`src/rtl/wfifo_wr_arb.sv`:
```
// Round-robin write arbiter feeding a FIFO write port: grants one requester at a time
// for a burst of up to MAX_BURST beats, with one idle cycle between grants.
module wfifo_wr_arb #(
    parameter int NREQ      = 4,
    parameter int DWIDTH    = 8,
    parameter int MAX_BURST = 4
) (
    input  logic                     wclk,
    input  logic                     wrst_n,
    input  logic [NREQ-1:0]          req,
    input  logic [NREQ-1:0]          last,
    input  logic [NREQ*DWIDTH-1:0]   din,
    input  logic                     wfull,
    output logic [NREQ-1:0]          gnt,
    output logic                     winc,
    output logic [DWIDTH-1:0]        wdata,
    output logic                     busy
);

    localparam int IDW = $clog2(NREQ);
    localparam int CW  = IDW + 1;
    localparam int BW  = $clog2(MAX_BURST + 1);

    localparam logic [0:0] ST_IDLE  = 1'b0;
    localparam logic [0:0] ST_GRANT = 1'b1;

    localparam logic [NREQ-1:0] GNT_ONE = {{(NREQ-1){1'b0}}, 1'b1};

    logic [0:0]        state_r;
    logic [NREQ-1:0]   gnt_r;
    logic [IDW-1:0]    gidx_r;
    logic [IDW-1:0]    last_id_r;
    logic [BW-1:0]     burst_cnt_r;

    logic [IDW-1:0]    pick_idx_s;
    logic [CW-1:0]     sum_s;
    logic [CW-1:0]     cand_s;
    logic [DWIDTH-1:0] din_a_s [NREQ];
    logic              cur_req_s;
    logic              cur_last_s;
    logic              beat_s;
    logic              release_s;
    logic [BW-1:0]     burst_nxt_s;

    // Rotating priority search; scanning from farthest to nearest leaves the nearest hit.
    always_comb begin
        pick_idx_s = last_id_r;
        sum_s      = {CW{1'b0}};
        cand_s     = {CW{1'b0}};
        for (int k = NREQ; k >= 1; k--) begin
            sum_s      = {1'b0, last_id_r} + CW'(k);
            cand_s     = (sum_s >= CW'(NREQ)) ? (sum_s - CW'(NREQ)) : sum_s;
            pick_idx_s = req[cand_s[IDW-1:0]] ? cand_s[IDW-1:0] : pick_idx_s;
        end
    end

    // Split the packed data bus into per-requester words.
    always_comb begin
        for (int i = 0; i < NREQ; i++) begin
            din_a_s[i] = din[i*DWIDTH +: DWIDTH];
        end
    end

    // Beat acceptance, release decision and FIFO write-side outputs for the granted requester.
    always_comb begin
        cur_req_s   = req[gidx_r];
        cur_last_s  = last[gidx_r];
        beat_s      = (state_r == ST_GRANT) && cur_req_s && !wfull;
        burst_nxt_s = burst_cnt_r + BW'(1);
        release_s   = (state_r == ST_GRANT) &&
                      (!cur_req_s || (beat_s && (cur_last_s || (burst_nxt_s == BW'(MAX_BURST)))));
        winc        = beat_s;
        wdata       = (state_r == ST_GRANT) ? din_a_s[gidx_r] : {DWIDTH{1'b0}};
    end

    // Grant state machine; wfull only stalls beats, it never ends a grant.
    always_ff @(posedge wclk or negedge wrst_n) begin
        if (!wrst_n) begin
            state_r     <= ST_IDLE;
            gnt_r       <= {NREQ{1'b0}};
            gidx_r      <= {IDW{1'b0}};
            last_id_r   <= IDW'(NREQ - 1);
            burst_cnt_r <= {BW{1'b0}};
        end else begin
            case (state_r)
                ST_IDLE: begin
                    if (req != {NREQ{1'b0}}) begin
                        state_r     <= ST_GRANT;
                        gnt_r       <= GNT_ONE << pick_idx_s;
                        gidx_r      <= pick_idx_s;
                        last_id_r   <= pick_idx_s;
                        burst_cnt_r <= {BW{1'b0}};
                    end else begin
                        state_r     <= ST_IDLE;
                    end
                end
                ST_GRANT: begin
                    if (beat_s) begin
                        burst_cnt_r <= burst_nxt_s;
                    end else begin
                        burst_cnt_r <= burst_cnt_r;
                    end
                    if (release_s) begin
                        state_r <= ST_IDLE;
                        gnt_r   <= {NREQ{1'b0}};
                    end else begin
                        state_r <= ST_GRANT;
                    end
                end
                default: begin
                    state_r <= ST_IDLE;
                    gnt_r   <= {NREQ{1'b0}};
                end
            endcase
        end
    end

    assign gnt  = gnt_r;
    assign busy = (state_r == ST_GRANT);

endmodule

```
`config.mk`:
```
export PLATFORM = sky130hd
export DESIGN_NAME = wfifo_wr_arb
export DESIGN_NICKNAME = d
export VERILOG_FILES = /design/src/rtl/wfifo_wr_arb.sv
export SDC_FILE = /design/constraint.sdc
export NUM_CORES = 1
export LEC_CHECK = 0
export ABC_AREA = 0
export CAP_MARGIN = 20
export CORE_MARGIN = 2
export CORE_UTILIZATION = 35
export DETAILED_ROUTE_END_ITERATION = 16
export HOLD_SLACK_MARGIN = 0.06
export PLACE_DENSITY = 0.75
export SETUP_SLACK_MARGIN = 0.5
export SYNTH_ARGS = -nofsm -noshare
export SYNTH_HDL_FRONTEND = slang
export SYNTH_SLANG_ARGS = --single-unit
```
`constraint.sdc`:
```
create_clock -name wclk -period 1.85 [get_ports wclk]
set_input_delay 0.37 -clock wclk [delete_from_list [all_inputs] [get_ports wclk]]
set_output_delay 0.37 -clock wclk [all_outputs]
set_load 0.05 [all_outputs]
```
==> results of run 1 <==
[flip-flops by register name (all words and copies together), names as in the netlist]
signal,flops
burst_cnt_r,3
busy,1
gidx_r,2
gnt,4
last_id_r,2
[cell type report]
class	instances	share of cell area (%)
tap	31	2.00
multi-input combinational	73	37.4
timing repair buffer	79	41.6
inverter	7	1.35
clock buffer	4	1.87
sequential	12	15.7
[cells by family after synthesis]
family                   after synthesis  share of synthesized area (%)
AO/OA/AOI/OAI                         18                           14.2
XOR/XNOR                               2                           1.76
adder cells (fa/ha/maj)                2                           2.51
buffers and inverters                 12                           5.90
flip-flops                            12                           30.4
multiplexers                          14                           24.2
AND/OR/NAND/NOR                       37                           21.1
[cell usage after synthesis]
cell type	instances	area [µm²]
and2b_4	1	10.0
mux2i_1	5	50.1
or2_1	1	6.26
o22ai_2	1	12.5
nor3_1	1	5.00
mux4_2	8	180
buf_2	1	5.00
xnor2_1	1	8.76
and2b_1	1	7.51
clkbuf_2	1	5.00
dfstp_2	2	52.6
a211o_1	1	8.76
a21oi_1	1	5.00
o221ai_1	1	8.76
nor2_1	6	22.5
o21ai_1	3	15.0
xor2_1	1	8.76
clkbuf_4	1	7.51
o211ai_2	1	12.5
nor4_4	1	21.3
nand2b_1	3	18.8
o211ai_1	1	7.51
o21ai_0	1	5.00
dfrtp_1	10	250
a31o_1	2	17.5
a221o_1	1	10.0
nand3_1	3	15.0
mux2_2	1	11.3
inv_1	7	26.3
a22oi_1	1	7.51
clkbuf_1	1	3.75
a211oi_1	1	7.51
and2_1	8	50.1
nand2_1	9	33.8
ha_1	2	25.0
buf_6	1	11.3
or2b_1	1	7.51
nand4_1	1	6.26
or3_1	1	6.26
o32ai_1	1	8.76
o21a_1	2	15.0
[metrics by stage]
| step | setup TNS (ns) | instances | area [µm²] |
|---|---|---|---|
| after floorplan | 0 | 97 | 1040 |
| final | -1.23 | 206 | 1940 |
| after detailed placement | -1.37 | 192 | 1690 |
| after global routing | -1.64 | 206 | 1940 |
| after global placement | -1.06 | 192 | 1690 |
| after CTS | -1.42 | 203 | 1870 |
[path summary, 6_finish.rpt]
kind / start / to / slack (ns) / cells past startpoint
hold reg to reg: burst_cnt_r[2] / burst_cnt_r[2] / 0.51 / 1
setup / recovery: gidx_r[0] / wdata[4] / -0.16 / 4
max in group asynchronous: wrst_n / busy / 1.03 / 1
min in group wclk: burst_cnt_r[2] / burst_cnt_r[2] / 0.51 / 1
hold / removal: wrst_n / gnt[3] / 0.44 / 1
setup reg to reg: gidx_r[0] / gnt[2] / 0.04 / 9
[layer usage]
metal	up-vias	share of wire (%)	track usage, %	wire [µm]
met5	-	0	0	0
met4	0	0.47	2.99	14
met3	3	9.1	4.08	270
met2	53	52	36.2	1560
met1	503	38	20.4	1130
li1	513	-	-	-
[what timing repair did]
action,in CTS,in global routing
pin swaps,11,9
setup buffers,7,3
endpoints found under the setup margin,22,22
resized for setup,28,13
[power groups by stage]
stage | logic (mW) | clock network [mW] | registers [mW]
after floorplan | 1.30 | 0 | 0.681
after global placement | 1.94 | 0 | 0.583
after detailed placement | 1.96 | 0 | 0.596
after CTS | 2.33 | 0.214 | 0.558
after global routing | 2.62 | 0.234 | 0.578
final | 2.50 | 0.213 | 0.556
==> reports/results.tsv, run 1 <==
metric	value	unit
ys_seq_area_share	30.4	%
io_pins	57	
worstPathMaxFanout	7	
multi_input_area	727	µm²
clk_transition_reported_paths	0.08	ns
arrival	1.64	ns
rows	19	
min_period	2.01	ns
mostFrequentLayoutCells	clkdlybuf4s50_1, buf_4, buf_8	
max_stage_delay	0.50	ns
cts_tree	yes	
drc	0	
setup-violations-final	9	
hp-class	in -> async	
worstSetupPathType	reg -> out	
wirelength	2980	µm
holdWs	0.437	ns
crit_required	1.48	ns
drt.antenna.violating_nets	0	
endpoint_kind	output port	
final_common_cell	clkdlybuf4s50_1	
root_buffer	clkbuf_4	
grt_pass1_wl	4800	µm
p_int	1.81	mW
post-route-util	71.0	%
final_nets	221	
p_seq_share	17.0	%
post_drt_wl_per_cell	14.5	µm
clk-insertion-delay-late	0.28	ns
port_buffers	56	
synth_area	997	µm²
dp_slack	-0.142	ns
finalCritPeriodShare	109	%
grt_remaining_overflow	0	
p_sw	1.46	mW
initial_core_util	36.5	%
gp_congestion	0.803	
num_vias	1072	
synth_warnings	0	
syn_to_final_growth	94.7	%
cts-buffers-inserted	3	
nFillCells	197	
slew_violations	0	
clkPwrFrac	6.5	%
drive_gt1_share	45.1	%
grt_max_degree	14	
die_w	57.4	µm
clock_skew	0.00113	ns
power.total	3.27	mW
post-dp-hpwl	2290	µm
clockBufferDepth	2	
fp.dieH	57.4	µm
synth_cell_types	41	
start_kind	flip-flop	
hold_buffers	0	
h-tree-depth	1	
rsz0062_at_grt	yes	
setup_ws	-0.159	ns
pwr-share-comb	76.5	%
synth_nets	142	
cp_top_family	multiplexers	
syn_inst	97	
slew_headroom	64.0	%
die-area	3290	µm²
critPathBufInv	2	
slowest_stage	mux4_2	
clock.fmax	498	MHz
numClockSinks	12	
grt_pass1_vias	1076	
register_area	305	µm²
hold_viol	0	
irDropWorstVdd	0.00142	V
drt_pre_antenna_iters	4	
avgSynthCellArea	10.3	µm²
drtIter0Drc	34	
synth-seq-cells	12	
p_leak	0.849	nW
tightest_slew	0.538	ns
p_sw_share	44.5	%
power_density	1680	nW/µm²
core-area	2730	µm²
track_usage	18.5	%
violations	negative setup slack	
n_antenna_cell	0	
antenna_found_initial	0	
path_cells	buf_12 > mux4_2 > and2_4 > buf_8	
post_drt_via_cell_ratio	5.20	
cap_violations	0	
status	finished with violations	
(Power assumes the default switching activity.)
==> inputs of run 2 (changes only) <==
Settings changed: CORE_ASPECT_RATIO set to 1.2, CTS_CLUSTER_SIZE set to 14.
==> run 2 against run 1 <==
Effect of this change:
- the run still ends with negative setup slack left
- sequential power grew 3.8%
- routed wire length grew 2.8%
- design area rose by 1.1%
- setup slack worse by 0.028 ns
- fmax is 1.4% lower
- clock power barely moved
- count of clock-buffer cells in the layout is the same
- power grew 1.6%
- core utilization rose by 0.13 points
- critical path type unchanged
- critical endpoint unchanged
- largest power group unchanged
==> reports/results.tsv, run 2 (synthesis gave the netlist of run 1 again) <==
metric	value	unit	change
status	finished with violations		
violations	negative setup slack		
fp.dieH	62.5	µm	+8.9%
hold_buffers	0		unchanged
critPathBufInv	2		unchanged
cts-buffers-inserted	3		unchanged
drt_pre_antenna_iters	2		-2
max_stage_delay	0.50	ns	about the same
drc	0		unchanged
p_sw	1.49	mW	+2.3%
clock.fmax	491	MHz	-1.4%
mostFrequentLayoutCells	clkdlybuf4s50_1, buf_4, mux4_2, and2_4, buf_6		
initial_core_util	36.1	%	-0.33 points
arrival	1.67	ns	+0.03 ns
track_usage	19.0	%	+0.50 points
grt_max_degree	14		unchanged
setup-violations-final	10		+1
n_antenna_cell	0		unchanged
h-tree-depth	1		unchanged
cp.depth	4		unchanged
worstSetupPathType	reg -> out		
numClockSinks	12		unchanged
hp-class	in -> async		
core-area	2760	µm²	+0.92%
port_buffers	56		unchanged
slowest_stage	mux4_2		
p_sw_share	44.8	%	+0.28 points
syn_to_final_growth	96.9	%	
clock_skew	0.00355	ns	+0.00242 ns
tightest_slew	0.524	ns	-0.0146 ns
clk_transition_reported_paths	0.08	ns	about the same
p_leak	0.866	nW	+2.1%
final_common_cell	clkdlybuf4s50_1		
io_pins	57		unchanged
num_vias	1062		-0.93%
gp_congestion	0.790		-1.6%
start_kind	flip-flop		
slew_violations	0		unchanged
crit_required	1.48	ns	about the same
min_period	2.04	ns	+0.0276 ns
hold_viol	0		unchanged
power_density	1690	nW/µm²	+0.53%
final_nets	221		unchanged
path_cells	buf_12 > mux4_2 > and2_4 > buf_8		
rsz0062_at_grt	yes		
worstPathMaxFanout	6		-1
grt_pass1_vias	1100		+2.2%
die-area	3290	µm²	about the same
finalCritPeriodShare	110	%	+1.5 points
ff2ff_path_depth	8		-1
pwr-share-comb	76.3	%	-0.2 points
largest_reg_flops	4		unchanged
clkPwrFrac	6.4	%	about the same
die_w	52.7	µm	-8.1%
clockBufferDepth	2		unchanged
drive_gt1_share	46.9	%	+1.7 points
setup_ws	-0.187	ns	-0.0276 ns
post-route-util	71.2	%	+0.13 points
antenna_found_initial	0		unchanged
cap_violations	0		unchanged
drtIter0Drc	12		-65%
finalSetupTns	-1.58	ns	-0.354 ns
slew_headroom	65.0	%	+0.98 points
clk-insertion-delay-late	0.28	ns	about the same
root_buffer	clkbuf_4		
p_seq_share	17.4	%	+0.4 points
post_drt_via_cell_ratio	5.08		-2.4%
endpoint_kind	output port		
p_int	1.83	mW	+1.1%
wirelength	3060	µm	+2.8%
cp_top_family	multiplexers		
irDropWorstVdd	0.00122	V	-14%
rows	21		+2
drt.antenna.violating_nets	0		unchanged
grt_remaining_overflow	0		unchanged
post-dp-hpwl	2130	µm	-6.8%
post_drt_wl_per_cell	14.6	µm	+1.3%
cts_tree	yes		
grt_pass1_wl	4800	µm	-0.15%
run 2: through the flow:
| stage | instances | area (µm²) | hold slack, ns | total power [mW] | worst slack (ns) |
|---|---|---|---|---|---|
| 6_report | 209 | 1960 | 0.432 | 3.32 | -0.187 |
| 2_1_floorplan | 97 | 1040 | 0.0744 | 1.98 | 0.175 |
| 5_1_grt | 209 | 1960 | 0.484 | 3.51 | -0.234 |
| 3_5_place_dp | 193 | 1670 | 0.494 | 2.55 | -0.150 |
| 4_1_cts | 207 | 1910 | 0.454 | 3.18 | -0.208 |
| 3_3_place_gp | 193 | 1670 | 0.479 | 2.52 | -0.0953 |
run 2: final cells by class:
type | instances | area (µm²)
tap | 34 | 42.5
clock buffer | 4 | 36.3
sequential | 12 | 307
multi-input combinational | 73 | 731
inverter | 7 | 26.3
timing repair buffer | 79 | 821
fill | 216 | 796
run 2: per-layer routing:
metal,vias to the layer above,track usage (%),share of wire [%]
met5,-,0,0
met4,0,5.77,2.3
met3,9,3.11,8.1
met2,47,37.7,56
met1,497,18.9,34
li1,509,-,-
run 2: worst paths after layout:
check / slack, ns / to / startpoint
setup / recovery: -0.19 / wdata[4] / gidx_r[0]
hold / removal: 0.43 / gnt[3] / wrst_n
setup reg to reg: -0.04 / gnt[2] / gidx_r[0]
hold reg to reg: 0.50 / burst_cnt_r[2] / burst_cnt_r[2]
max in group asynchronous: 1.04 / gidx_r[0] / wrst_n
min in group wclk: 0.50 / burst_cnt_r[2] / burst_cnt_r[2]
run 2: worst reg2reg max path, cell delays in order (launching register included):
cell	delay (ns)
dfrtp_2	0.46
buf_16	0.15
buf_6	0.11
buf_6	0.11
mux2i_1	0.13
or3_4	0.36
o211ai_4	0.15
o32ai_2	0.13
a31o_1	0.19
run 2: power by group through the flow:
| stage | registers [mW] | logic [mW] | clock network (mW) |
|---|---|---|---|
| finish | 0.577 | 2.53 | 0.211 |
| global route | 0.603 | 2.68 | 0.225 |
| CTS | 0.571 | 2.39 | 0.215 |
| detailed placement | 0.595 | 1.95 | 0 |
| global placement | 0.585 | 1.93 | 0 |
| floorplan | 0.681 | 1.30 | 0 |
run 2: repair_timing:
action / CTS / global route
setup endpoints to repair: 22 / 22
pin swaps: 11 / 9
buffers inserted: 9 / 2
hold endpoints to repair: 0 / 0
cloned: 1 / 0
resized for setup: 31 / 11
